===== config.mk =====
export PLATFORM = sky130hd
export DESIGN_NAME = booth_multiplier_seq
export DESIGN_NICKNAME = d
export VERILOG_FILES = /design/src/rtl/booth_multiplier_seq.sv
export SDC_FILE = /design/constraint.sdc
export NUM_CORES = 1
export LEC_CHECK = 0
export CORE_MARGIN = 2
export CORE_UTILIZATION = 43
export DETAILED_ROUTE_END_ITERATION = 8
export PLACE_DENSITY = 0.67
export SLEW_MARGIN = 15
export SYNTH_ARGS = -nofsm -noshare
export SYNTH_HDL_FRONTEND = slang
export SYNTH_SLANG_ARGS = --single-unit

===== constraint.sdc =====
create_clock -name clock -period 17.55 [get_ports clock]
set_input_delay 3.51 -clock clock [delete_from_list [all_inputs] [get_ports clock]]
set_output_delay 3.51 -clock clock [all_outputs]
set_load 0.05 [all_outputs]

===== src/rtl/booth_multiplier_seq.sv =====
// Iterative radix-4 Booth multiplier for the execute stage.
// Retires digits_per_cycle Booth digits per clock behind valid/ready
// handshakes, carries an opaque tag, and abandons work on flush.
// The accumulator holds the partial product scaled so that every step
// adds a digit multiple into the upper half and then arithmetic-shifts
// right by two; after width/2 digits it holds the full product.
module booth_multiplier_seq #(
  parameter int width            = 64,
  parameter int digits_per_cycle = 1,
  parameter int tag_width        = 5
) (
  input  logic                 clock,
  input  logic                 reset,
  input  logic                 flush,
  input  logic                 in_valid,
  output logic                 in_ready,
  input  logic [width-1:0]     arg1,
  input  logic                 arg1_is_signed,
  input  logic [width-1:0]     arg2,
  input  logic                 arg2_is_signed,
  input  logic [tag_width-1:0] in_tag,
  output logic                 out_valid,
  input  logic                 out_ready,
  output logic [width-1:0]     mul,
  output logic [width-1:0]     mulh,
  output logic [tag_width-1:0] out_tag
);

  localparam int Cycles = width / (2 * digits_per_cycle);
  localparam int CntW   = $clog2(Cycles) + 1;
  localparam int AccW   = 2 * width + 2;

  typedef enum logic [1:0] {
    IDLE = 2'd0,
    BUSY = 2'd1,
    DONE = 2'd2
  } state_t;

  state_t               state_q, state_d;
  logic [width:0]       a_q, a_d;
  logic [width:0]       r_q, r_d;
  logic                 rm1_q, rm1_d;
  logic                 corr_q, corr_d;
  logic [AccW-1:0]      acc_q, acc_d;
  logic [CntW-1:0]      cnt_q, cnt_d;
  logic [tag_width-1:0] tag_q, tag_d;
  logic                 out_valid_q, out_valid_d;
  logic [width-1:0]     mul_q, mul_d;
  logic [width-1:0]     mulh_q, mulh_d;
  logic [tag_width-1:0] out_tag_q, out_tag_d;

  logic [AccW-1:0]      acc_v;
  logic [width:0]       r_v;
  logic                 rm1_v;
  logic [width+2:0]     sum_v;
  logic [2*width-1:0]   fin_v;
  logic                 in_ready_s;
  logic                 accept_s;

  // Partial product for one Booth triplet {r[2j+1], r[2j], r[2j-1]}:
  // {0,+1,+1,+2,-2,-1,-1,0} times a, returned sign-extended to width+3 bits.
  function automatic logic [width+2:0] booth_pp(input logic [2:0] trip,
                                                input logic [width:0] a);
    logic [width+2:0] a_ext;
    logic [width+2:0] pp;
    a_ext = {{2{a[width]}}, a};
    case (trip)
      3'b001, 3'b010: pp = a_ext;
      3'b011:         pp = {a_ext[width+1:0], 1'b0};
      3'b100:         pp = ~{a_ext[width+1:0], 1'b0} + {{(width+2){1'b0}}, 1'b1};
      3'b101, 3'b110: pp = ~a_ext + {{(width+2){1'b0}}, 1'b1};
      default:        pp = {(width+3){1'b0}};
    endcase
    return pp;
  endfunction

  // Next-state, Booth datapath step and handshake decode.
  always_comb begin
    state_d     = state_q;
    a_d         = a_q;
    r_d         = r_q;
    rm1_d       = rm1_q;
    corr_d      = corr_q;
    acc_d       = acc_q;
    cnt_d       = cnt_q;
    tag_d       = tag_q;
    out_valid_d = out_valid_q;
    mul_d       = mul_q;
    mulh_d      = mulh_q;
    out_tag_d   = out_tag_q;

    // Retire digits_per_cycle digits, LSB first. The add is done one bit
    // wider than the stored upper half; after the shift it fits again.
    acc_v = acc_q;
    r_v   = r_q;
    rm1_v = rm1_q;
    sum_v = {(width+3){1'b0}};
    for (int j = 0; j < digits_per_cycle; j++) begin
      sum_v = {acc_v[AccW-1], acc_v[AccW-1:width]} + booth_pp({r_v[1], r_v[0], rm1_v}, a_q);
      acc_v = {sum_v[width+2], sum_v, acc_v[width-1:2]};
      rm1_v = r_v[1];
      r_v   = {{2{r_v[width]}}, r_v[width:2]};
    end

    // The width/2 digits only cover r[width-1:0] as a signed value. An
    // unsigned multiplier with its MSB set needs one more digit (+1 at
    // weight 2^width), applied here as a*2^width on the final product.
    fin_v = acc_v[2*width-1:0] + (corr_q ? {a_q[width-1:0], {width{1'b0}}}
                                         : {(2*width){1'b0}});

    in_ready_s = !reset && !flush &&
                 ((state_q == IDLE) || ((state_q == DONE) && out_ready));
    accept_s   = in_valid && in_ready_s;

    if (flush) begin
      state_d     = IDLE;
      out_valid_d = 1'b0;
    end else begin
      case (state_q)
        IDLE: begin
          state_d = IDLE;
        end
        BUSY: begin
          acc_d = acc_v;
          r_d   = r_v;
          rm1_d = rm1_v;
          cnt_d = cnt_q + {{(CntW-1){1'b0}}, 1'b1};
          if (cnt_q == CntW'(Cycles - 1)) begin
            state_d     = DONE;
            out_valid_d = 1'b1;
            mul_d       = fin_v[width-1:0];
            mulh_d      = fin_v[2*width-1:width];
            out_tag_d   = tag_q;
          end else begin
            state_d = BUSY;
          end
        end
        DONE: begin
          if (out_ready) begin
            state_d     = IDLE;
            out_valid_d = 1'b0;
          end else begin
            state_d = DONE;
          end
        end
        default: begin
          state_d     = IDLE;
          out_valid_d = 1'b0;
        end
      endcase

      if (accept_s) begin
        state_d = BUSY;
        a_d     = {arg1_is_signed & arg1[width-1], arg1};
        r_d     = {arg2_is_signed & arg2[width-1], arg2};
        corr_d  = !arg2_is_signed & arg2[width-1];
        rm1_d   = 1'b0;
        acc_d   = {AccW{1'b0}};
        cnt_d   = {CntW{1'b0}};
        tag_d   = in_tag;
      end else begin
        tag_d = tag_d;
      end
    end
  end

  // All state and registered outputs, cleared asynchronously by reset.
  always_ff @(posedge clock or posedge reset) begin
    if (reset) begin
      state_q     <= IDLE;
      a_q         <= {(width+1){1'b0}};
      r_q         <= {(width+1){1'b0}};
      rm1_q       <= 1'b0;
      corr_q      <= 1'b0;
      acc_q       <= {AccW{1'b0}};
      cnt_q       <= {CntW{1'b0}};
      tag_q       <= {tag_width{1'b0}};
      out_valid_q <= 1'b0;
      mul_q       <= {width{1'b0}};
      mulh_q      <= {width{1'b0}};
      out_tag_q   <= {tag_width{1'b0}};
    end else begin
      state_q     <= state_d;
      a_q         <= a_d;
      r_q         <= r_d;
      rm1_q       <= rm1_d;
      corr_q      <= corr_d;
      acc_q       <= acc_d;
      cnt_q       <= cnt_d;
      tag_q       <= tag_d;
      out_valid_q <= out_valid_d;
      mul_q       <= mul_d;
      mulh_q      <= mulh_d;
      out_tag_q   <= out_tag_d;
    end
  end

  assign in_ready  = in_ready_s;
  assign out_valid = out_valid_q;
  assign mul       = mul_q;
  assign mulh      = mulh_q;
  assign out_tag   = out_tag_q;

endmodule

* Word-level counts from Yosys, hierarchy flattened *
Cells that the tools add are included.

storage, ports and cells
  logic and storage cells = 71
  register bits = 409
  input port bits = 140
  output and inout bits = 135

operators by class
  bitwise logic cells = 6
  equality and inequality tests = 12
  reduce and logical (&&, ||, !) cells = 16
  multiplexer cells = 19
  $add $sub $neg = 5

operators by type and width
  cell                                                                   count
  67-bit one-hot mux with 4 select lines                                 1
  130-bit two-way mux                                                    2
  67-bit by 1-bit adder with 67-bit output, second input constant        2
  67-bit inverter                                                        2
  128-bit adder                                                          1
  128-bit two-way mux                                                    1
  67-bit adder                                                           1
  65-bit two-way mux                                                     1
  64-bit two-way mux                                                     1
  6-bit two-way mux                                                      2
  3-bit equality test, second input constant                             3
  2-bit two-way mux                                                      4
  6-bit by 1-bit adder with 6-bit output, second input constant          1
  3-bit by 2-bit equality test with 1-bit output, second input constant  2
  6-bit by 5-bit equality test with 1-bit output, second input constant  1
  3-bit != test, second input constant                                   2
  3-bit AND reduction                                                    2
  1-bit two-way mux                                                      5
  1-bit logical AND                                                      4
  2-bit one-hot mux with 2 select lines                                  1
  2-bit AND reduction                                                    2
  2-bit OR reduction                                                     2
  1-bit bitwise AND                                                      3
  3-bit by 1-bit equality test with 1-bit output, second input constant  1
  9 further kinds                                                        11

* Logic depth before layout (Yosys ltp) *
Gate-level depths: netlist of run 1.

  depth after elaboration = 7
  depth in mapped cells = 38

* Worst setup path after synthesis of run 1 *
No wires, ideal clock.

  path kind = input to output
  start = input port flush
  end = output port in_ready
  arrival time = 4.687 ns
  stages = 1
  slack = 9.353 ns
  cell sequence = nor3_1

between the ends
  word-level cells in the longest chain between the ends = 3

RTL lines
  what                            line  text
  from (decl)                     14    input logic flush,
  1-bit zero test                 111   in_ready_s = !reset && !flush &&
  1-bit logical AND (2 in a row)  111
  to (decl)                       16    output logic in_ready,

Every way passes these cells.

* Final worst setup path of run 1 *
Same ends and word-level chain as after synthesis.

==> impl_metrics.csv, run 1 <==
group,metric,value,unit
critical_path,crit_chain,"clkdlybuf4s50_1, nor3_1, clkdlybuf4s50_1",
cells_and_area,seqCellArea,10200,sq um
drt,drt_iter0_markers,1897,
sta,timing.final.crit_share,51.4,%
job,drv_cap,0,
sta,hold_viol,0,
critical_path,cp_max_fo,6,
cts,cts_setup_buffers,0,
logic_synthesis,ys_seq_area_share,37.7,%
drt,drt-total-wl,80000,um
logic_synthesis,synth_edf_count,0,
cells_and_area,final_util,51.5,%
place,io_buffers,274,
die,rows,91,
global_routing,grt_usage,24.5,%
logic_synthesis,async_reset_ff_share,100,%
logic_synthesis,synth.cell_area,27000,sq um
die,ios,275,
sta,finalCriticalPeriod,9.03,ns
critical_path,endpoint_kind,"primary output",
logic_synthesis,synth_seq_cells,406,
sta,worst_slack,8.52,ns
cts,post_cts_resized,0,
die,initial_utilization,43.6,%
logic_synthesis,synthCells,3361,
critical_path,startpoint_type,"input pin",
logic_synthesis,syn_avg_cell_area,8.03,sq um
outcome,status,"finished clean",
drt,vias,24200,
cts,cts.reportedPaths.clkPinSlew,0.06,ns
drt,drc,0,
sta,slew_viol_final,0,
critical_path,cpMostUsedCell,"clkdlybuf4s50_1",
sta,fin_skew,0.0402,ns
place,placedInstanceArea,30100,sq um
cells_and_area,fill_cells,5877,
sta,setup_tns,0,ns
cts,clk_latency,0.62,ns
place,hpwl,55900,um
sta,rsz0062_at_grt,"no",
logic_synthesis,yosys_warnings,0,
cts,h-tree-depth,2,
die,coreArea,61800,sq um
drt,first_pass_iters,7,
cells_and_area,drive_above_1_share,6.14,%
global_routing,grt_max_degree,196,
place,gp_congestion,0.950,
cells_and_area,final_area,31900,sq um
die,die_w,254,um
critical_path,cp.required,14.04,ns
logic_synthesis,syn_nets,3637,
min_path,hp-class,"flip-flop to flip-flop",
cells_and_area,syn2layout_area_growth,18.1,%
power,power.density,146,nW/um^2
global_routing,antenna_found_initial,12,
sta,tightestPinTransition,1.26,ns
sta,clock.fmax,0.111,GHz
cts,clock-sinks,406,
critical_path,cpPeakStageDelay,0.91,ns
cts,cts_max_path_buffers,3,
cts,cts_tree,"yes",
global_routing,grt_pass1_wl,127000,um
drt,drt.antenna.violating_nets,0,
cells_and_area,multiInputGateArea,15700,sq um
global_routing,grt.overflow.total,0,
drt,wire_per_inst,18.4,um
sta,max_slew_margin,14.8,%
power,p_leak,14.5,nW
drt,vias_per_cell,5.58,
critical_path,crit_arrival,5.52,ns
die,dieArea,64800,sq um
global_routing,grt_pass1_vias,23000,
die,die_h,254,um
place,dp_slack,8.53,ns
critical_path,slowest_stage,"clkdlybuf4s50_1",
cts,root_buffer,"clkbuf_16",
critical_path,criticalPathCategory,"input pin to primary output",
cts,ctsHoldBuffers,0,
power,irDropWorstVdd,0.0000831,V
logic_synthesis,ys_types,76,
logic_synthesis,ys.flop_type,"dfrtp_1",
cts,cts_buffers,48,
cells_and_area,final_nets,3739,
sta,setup_violations,0,
## metal layers
metal	global-route usage (%)	part of all wire, %	up-vias
li1	-	-	11900
met1	32.7	44	11600
met2	39.2	46	633
met3	5.80	6.8	158
met4	7.65	2.8	18
met5	0	0.15	-
## cell type report
type / instances / share of cell area, %
Multi-Input combinational cell: 2661 / 49.4
Clock buffer: 63 / 4.26
Timing Repair Buffer: 298 / 9.25
Antenna cell: 2 / 0.0157
Clock inverter: 24 / 1.33
Inverter: 48 / 0.589
Tap cell: 837 / 3.29
Sequential cell: 406 / 31.9
## through the flow
step,instances,power [W],hold slack (ns)
6_report,4339,0.00464,0.471
5_1_grt,4339,0.00498,0.493
4_1_cts,4337,0.00464,0.477
3_3_place_gp,4250,0.00349,0.446
3_5_place_dp,4250,0.00349,0.458
2_1_floorplan,3361,0.00293,0.430
## worst max-delay path, delay by kind of cell
| family | cells | cell delay (ns) |
|---|---|---|
| buffers and inverters | 2 | 1.48 |
| AND/OR/NAND/NOR | 1 | 0.53 |
## Yosys cell counts (all sizes together) (15+ instances only)
master	instances	share of area (%)
mux2	76	3.2
a21oi	279	5.2
nor2	196	2.7
o21bai	19	0.53
xor2	100	3.2
nand3	35	0.65
xnor2	100	3.2
o21a	17	0.47
or3	35	0.89
nor2b	21	0.49
buf	18	0.31
clkbuf	228	3.2
ha	134	6.2
a22oi	52	1.4
nand2b	25	0.58
and2	71	1.6
a21o	65	1.8
or4	15	0.46
inv	48	0.67
dfrtp	406	38
o211ai	15	0.42
a31oi	84	1.9
nand2	809	11
nand4	47	1.1
nor3	55	1.0
o21ai	246	4.6
## registers in the layout (all words and copies together) (netlist names)
signal and cells:
r_q 65, mulh 64, acc_q 127, a_q 65, corr_q 1, out_valid 1
mul 64, tag_q 5, state_q 2, cnt_q 6, rm1_q 1, out_tag 5
## placed cells by master, fill, tap and decap left out, types with 7 or more instances in the layout
cell	instances
o21bai_1	19
nor2b_1	20
o22ai_1	7
clkinv_2	7
nand4_1	47
o21a_1	17
a211oi_1	9
or2_2	7
and2_1	70
nand2b_1	23
xnor2_1	100
a21oi_1	279
dfrtp_1	405
a21o_1	65
nor2_1	195
and3_1	14
buf_4	22
clkdlybuf4s50_1	274
a221oi_1	9
o221ai_1	8
nor3_1	55
inv_1	47
mux2_2	76
o31ai_1	14
a22oi_1	52
nand2_1	806
a31oi_1	84
nor4_1	8
ha_1	134
nand3_1	35
clkbuf_16	48
o211ai_1	15
clkbuf_8	10
or3_1	31
or4_1	12
xor2_1	100
bufinv_16	9
o21ai_0	245
## final timing paths
kind | startpoint | endpoint | slack [ns] | depth (start not counted)
setup / recovery | flush | in_ready | 8.52 | 3
hold / removal | r_q[64] | r_q[64] | 0.47 | 2
setup reg to reg | a_q[0] | mulh[60] | 8.57 | 31
hold reg to reg | r_q[64] | r_q[64] | 0.47 | 2
max in group asynchronous | reset | a_q[30] | 11.95 | 4
min in group asynchronous | reset | r_q[17] | 3.43 | 2
## logic make-up after synthesis
logic type                 count (synthesis)  share of synthesized area, %
adders and majority gates                136                          6.36
AOI/OAI and AO/OA                        884                          19.8
muxes                                     81                          3.36
xor gates and xnor gates                 201                          6.58
and+or+nand+nor                         1359                          22.1
buffers and inverters                    294                          4.15
DFF                                      406                          37.7
## power by group
part	switching [W]	total, W	internal, W
clock network	0.000436	0.00112	0.000682
registers	0.000148	0.00121	0.00106
logic	0.00144	0.00232	0.000873
Power figures use the tool's default switching activity.
==> run 2: changes to the inputs <==
--- a/config.mk
+++ b/config.mk
@@ -8,7 +8,7 @@
 export CORE_MARGIN = 2
 export CORE_UTILIZATION = 43
 export DETAILED_ROUTE_END_ITERATION = 8
-export PLACE_DENSITY = 0.67
+export PLACE_DENSITY = 0.7
 export SLEW_MARGIN = 15
 export SYNTH_ARGS = -nofsm -noshare
 export SYNTH_HDL_FRONTEND = slang
==> constraint.sdc (replaced) <==
create_clock -name clock -period 7.7 [get_ports clock]
set_input_delay 1.54 -clock clock [delete_from_list [all_inputs] [get_ports clock]]
set_output_delay 1.54 -clock clock [all_outputs]
set_load 0.05 [all_outputs]
==> run 2 against run 1 <==
Total power grew 150%. Global-route usage grew 1.6 points. Largest power group unchanged. Cell count grew 5.6%.
==> impl_metrics.csv, run 2 (synthesized netlist as in run 1, its figures left out) <==
group,metric,value,unit
outcome,status,"finished clean",
die,rows,91,
place,gp_congestion,0.945,
global_routing,grt_usage,26.1,%
power,irDropWorstVdd,0.000178,V
critical_path,cp_max_fo,6,
critical_path,reg2reg_depth,30,
cts,cts_max_path_buffers,3,
global_routing,grt_max_degree,196,
cells_and_area,fill_cells,5778,
die,die_w,254,um
cells_and_area,syn2layout_area_growth,25.9,%
cells_and_area,top_register,"acc_q",
power,p_int,0.00659,W
cells_and_area,top_regs,"acc_q (127), a_q (65), r_q (65)",
cells_and_area,seqCellArea,10200,sq um
sta,hold_slack,0.475,ns
sta,slew_viol_final,0,
place,hpwl,60300,um
cts,clock-sinks,406,
sta,fin_skew,0.0276,ns
critical_path,startpoint_type,"flip-flop",
sta,clock.fmax,0.134,GHz
critical_path,timing.rr.start,"a_q[18]",
critical_path,slowest_stage,"or4_4",
critical_path,cpPeakStageDelay,0.55,ns
power,switching_power,0.00497,W
cts,cts_buffers,47,
drt,drt_iter0_markers,2171,
min_path,hp-start,"mulh[35]",
job,drv_cap,0,
sta,max_slew_margin,29.4,%
cells_and_area,drive_above_1_share,13.7,%
cells_and_area,final_nets,3987,
cells_and_area,largest_reg_flops,127,
critical_path,cpMostUsedCell,"o21ai_0",
critical_path,criticalPathCategory,"flip-flop to flip-flop",
drt,vias_per_cell,5.54,
drt,drc,0,
cts,cts_tree,"yes",
die,dieArea,64800,sq um
critical_path,crit_arrival,7.90,ns
drt,drt-total-wl,84900,um
global_routing,grt.overflow.total,0,
die,coreArea,61800,sq um
sta,rsz0062_at_grt,"yes",
power,p_seq_share,23.0,%
sta,tightestPinTransition,1.06,ns
global_routing,antenna_found_initial,6,
critical_path,cp.required,8.15,ns
cts,h-tree-depth,2,
sta,finalCriticalPeriod,7.45,ns
min_path,hold_end,"mulh[35]",
die,initial_utilization,43.6,%
global_routing,grt_pass1_wl,136000,um
power,power.density,340,nW/um^2
cells_and_area,layout_commonest_cell,"nand2_1",
cts,root_buffer,"clkbuf_16",
sta,setup_violations,0,
place,io_buffers,274,
power,combPwrFrac,56.4,%
critical_path,reg2reg_to,"mulh[63]",
critical_path,rrSetupSlack,0.25,ns
power,finalPower,0.0116,W
die,ios,275,
cells_and_area,final_cell_mix,"nand2_1, dfrtp_1, clkdlybuf4s50_1",
cells_and_area,num_antenna_cells,0,
critical_path,endpoint_kind,"flip-flop",
drt,first_pass_iters,6,
min_path,whs_path_depth,2,
drt,drt.antenna.violating_nets,0,
cts,clk_latency,0.62,ns
power,p_clk_share,20.6,%
drt,vias,25400,
drt,wire_per_inst,18.5,um
sta,hold_viol,0,
min_path,hp-class,"flip-flop to flip-flop",
cts,cts.reportedPaths.clkPinSlew,0.06,ns
power,p_leak,15.8,nW
die,die_h,254,um
global_routing,grt_pass1_vias,24900,
cells_and_area,multiInputGateArea,16100,sq um
sta,timing.final.crit_share,96.8,%
power,p_sw_share,43.0,%
-- run 2: worst max-delay path by stage --
| stage | startpoint | end | cells after the start |
|---|---|---|---|
| finish | a_q[18] | mulh[63] | 30 |
| detailed placement | a_q[18] | mulh[63] | 30 |
| CTS | a_q[1] | mulh[63] | 35 |
| global placement | a_q[18] | mulh[63] | 30 |
| floorplan | a_q[0] | mulh[63] | 32 |
| global route | a_q[13] | mulh[63] | 36 |
-- run 2: through the flow --
step	util [%]	area, sq um	setup slack [ns]	cells	setup TNS (ns)
after global routing	54.9	34000	-0.127	4583	-0.480
after detailed placement	51.7	32000	-0.307	4492	-0.595
after global placement	51.7	32000	-0.205	4492	-0.279
after floorplan	-	27000	0.381	3361	0
after CTS	54.4	33600	0.0154	4576	0
final	54.9	34000	0.246	4583	0
-- run 2: final cells by class --
| cell class | instances | share of cell area [%] |
|---|---|---|
| Clock buffer | 63 | 3.93 |
| Clock inverter | 21 | 0.891 |
| Inverter | 48 | 0.541 |
| Multi-Input combinational cell | 2661 | 47.3 |
| Sequential cell | 406 | 29.9 |
| Tap cell | 837 | 3.08 |
| Timing Repair Buffer | 547 | 14.4 |
-- run 2: repair_timing --
| action | in CTS | in global routing |
|---|---|---|
| pin swaps | 2 | 22 |
| endpoints found under the setup margin | 5 | 18 |
| hold buffers | 0 | 0 |
| buffers inserted | 0 | 7 |
| gates resized for setup | 11 | 61 |
-- run 2: worst max-delay path: cells and delay by family (launching register included) --
| kind | cells | cell delay, ns |
|---|---|---|
| AO/OA/AOI/OAI | 18 | 3.65 |
| XOR/XNOR | 3 | 0.47 |
| adder cells (fa/ha/maj) | 2 | 0.61 |
| buffers and inverters | 1 | 0.15 |
| flip-flops | 1 | 0.37 |
| AND/OR/NAND/NOR | 6 | 2.03 |
-- run 2: power by group through the flow --
stage / Combinational [W] / Sequential (W) / Clock (W)
final: 0.00653 / 0.00266 / 0.00238
after global routing: 0.00718 / 0.00269 / 0.00253
after CTS: 0.00630 / 0.00265 / 0.00244
after detailed placement: 0.00624 / 0.00268 / 0
after global placement: 0.00622 / 0.00268 / 0
after floorplan: 0.00409 / 0.00259 / 0
-- run 2: per-layer routing --
metal	vias to the layer above	track usage [%]	routed length [um]
li1	12300	-	-
met3	148	5.50	5960
met2	745	42.6	39100
met1	12200	35.1	37400
met4	12	7.24	2240
met5	-	0	90
==> run 3: changes to the inputs <==
--- a/config.mk
+++ b/config.mk
@@ -8,6 +8,7 @@
 export CORE_MARGIN = 2
 export CORE_UTILIZATION = 43
 export DETAILED_ROUTE_END_ITERATION = 8
+export GPL_ROUTABILITY_DRIVEN = 0
 export PLACE_DENSITY = 0.7
 export SLEW_MARGIN = 15
 export SYNTH_ARGS = -nofsm -noshare
==> run 3 against run 2 <==
Hold slack worse by 0.0034 ns. Sequential share of layout area grew 0.56 points. Largest power group unchanged. Worst setup slack improved by 0.022 ns. Cell count is 1.6% lower. Critical path depth did not move. Via count decreased by 0.54%. Total power down 3.6%.
==> impl_metrics.csv, run 3 (synthesized netlist as in run 1, its figures left out) <==
group,metric,value,unit
outcome,status,"finished clean",
drt,vias,25300,
min_path,whs_path_depth,2,
die,die_w,254,um
cells_and_area,top_regs,"acc_q (127), a_q (65), r_q (65)",
drt,first_pass_iters,7,
cts,cts_buffers,47,
sta,hold_viol,0,
power,switching_power,0.00488,W
global_routing,grt_max_degree,160,
power,irDropWorstVdd,0.000194,V
critical_path,startpoint_type,"flip-flop",
drt,drc,0,
cells_and_area,final_cell_mix,"nand2_1, dfrtp_1, clkdlybuf4s50_1",
critical_path,crit_arrival,7.87,ns
critical_path,cp_max_fo,8,
global_routing,grt.overflow.total,0,
cts,cts_max_path_buffers,3,
place,hpwl,58700,um
power,p_leak,15.4,nW
cells_and_area,syn2layout_area_growth,23.6,%
global_routing,grt_usage,25.3,%
critical_path,reg2reg_depth,30,
critical_path,cpMostUsedCell,"buf_4",
min_path,hp-class,"flip-flop to flip-flop",
cells_and_area,largest_reg_flops,127,
sta,clock.fmax,0.135,GHz
power,finalPower,0.0112,W
cts,cts.reportedPaths.clkPinSlew,0.06,ns
power,p_clk_share,20.6,%
sta,rsz0062_at_grt,"yes",
drt,vias_per_cell,5.60,
min_path,hold_end,"r_q[64]",
cts,clk_latency,0.62,ns
min_path,hp-start,"r_q[64]",
sta,fin_skew,0.0354,ns
die,dieArea,64800,sq um
critical_path,cpPeakStageDelay,0.62,ns
critical_path,cp.required,8.14,ns
cts,root_buffer,"clkbuf_16",
power,combPwrFrac,55.5,%
cells_and_area,layout_commonest_cell,"nand2_1",
sta,slew_viol_final,0,
critical_path,reg2reg_to,"mulh[61]",
cells_and_area,final_area,33300,sq um
drt,drt-total-wl,83300,um
die,ios,275,
power,p_seq_share,23.8,%
cells_and_area,num_antenna_cells,0,
sta,setup_violations,0,
critical_path,timing.rr.start,"a_q[18]",
global_routing,grt_pass1_vias,24000,
place,io_buffers,274,
cts,ctsHoldBuffers,0,
drt,drt.antenna.violating_nets,0,
global_routing,grt_pass1_wl,132000,um
die,initial_utilization,43.6,%
critical_path,criticalPathCategory,"flip-flop to flip-flop",
cts,cts_tree,"yes",
cells_and_area,top_register,"acc_q",
drt,wire_per_inst,18.5,um
critical_path,rrSetupSlack,0.27,ns
cells_and_area,final_nets,3916,
sta,max_slew_margin,30.9,%
die,die_h,254,um
critical_path,endpoint_kind,"flip-flop",
global_routing,antenna_found_initial,11,
sta,tightestPinTransition,1.04,ns
critical_path,slowest_stage,"or4_4",
cells_and_area,drive_above_1_share,11.9,%
drt,drt_iter0_markers,2262,
job,drv_cap,0,
power,power.density,334,nW/um^2
sta,finalCriticalPeriod,7.43,ns
die,rows,91,
die,coreArea,61800,sq um
sta,timing.final.crit_share,96.5,%
cts,clock-sinks,406,
power,p_int,0.00627,W
cts,h-tree-depth,2,
power,p_sw_share,43.8,%
place,placedInstanceArea,31400,sq um
## run 3: per-stage QoR
| stage | hold slack, ns | util [%] | cells | setup TNS (ns) | setup slack (ns) |
|---|---|---|---|---|---|
| floorplan | 0.430 | - | 3361 | 0 | 0.381 |
| global placement | 0.449 | 50.7 | 4416 | -0.0464 | -0.0440 |
| finish | 0.472 | 53.9 | 4511 | 0 | 0.268 |
| global route | 0.491 | 53.9 | 4511 | -0.245 | -0.119 |
| CTS | 0.474 | 53.3 | 4500 | 0 | 0.00925 |
| detailed placement | 0.461 | 50.7 | 4416 | -0.361 | -0.187 |
## run 3: timing repair
item / in CTS / in global routing
endpoints found under the setup margin: 8 / 18
resized for setup: 4 / 73
pin swaps: 0 / 17
setup buffers: 1 / 9
## run 3: how the worst max path moves through the flow
stage / from / endpoint / cells past startpoint
after floorplan: a_q[0] / mulh[63] / 32
after global placement: a_q[0] / mulh[61] / 33
after detailed placement: a_q[0] / mulh[61] / 33
after CTS: a_q[0] / mulh[61] / 37
after global routing: a_q[0] / mulh[61] / 38
final: a_q[18] / mulh[61] / 30
## run 3: final cells by class
type	count	area, sq um
Tap cell	837	1050
Inverter	48	184
Fill cell	5785	28500
Timing Repair Buffer	476	4370
Multi-Input combinational cell	2661	16000
Clock inverter	18	236
Clock buffer	65	1330
Sequential cell	406	10200
## run 3: metal layers
layer	up-vias	routed length [um]	global-route usage, %	share of wire (%)
li1	12200	-	-	-
met1	12000	35500	34.1	43
met2	856	38100	40.2	46
met3	190	6620	5.58	7.9
met4	18	2910	8.71	3.5
met5	-	117	0	0.14
## run 3: power groups by stage
stage | Clock (W) | Sequential (W) | Combinational, W
finish | 0.00230 | 0.00266 | 0.00619
global route | 0.00244 | 0.00269 | 0.00681
CTS | 0.00235 | 0.00265 | 0.00593
detailed placement | 0 | 0.00268 | 0.00587
global placement | 0 | 0.00268 | 0.00584
floorplan | 0 | 0.00259 | 0.00409
## run 3: worst max-delay path, delay by kind of cell (launching register included)
kind	cells	cell delay, ns
AOI/OAI and AO/OA	13	2.55
DFF	1	0.37
adders and majority gates	2	0.72
xor gates and xnor gates	3	0.42
buffers and inverters	5	0.77
and+or+nand+nor	7	2.44
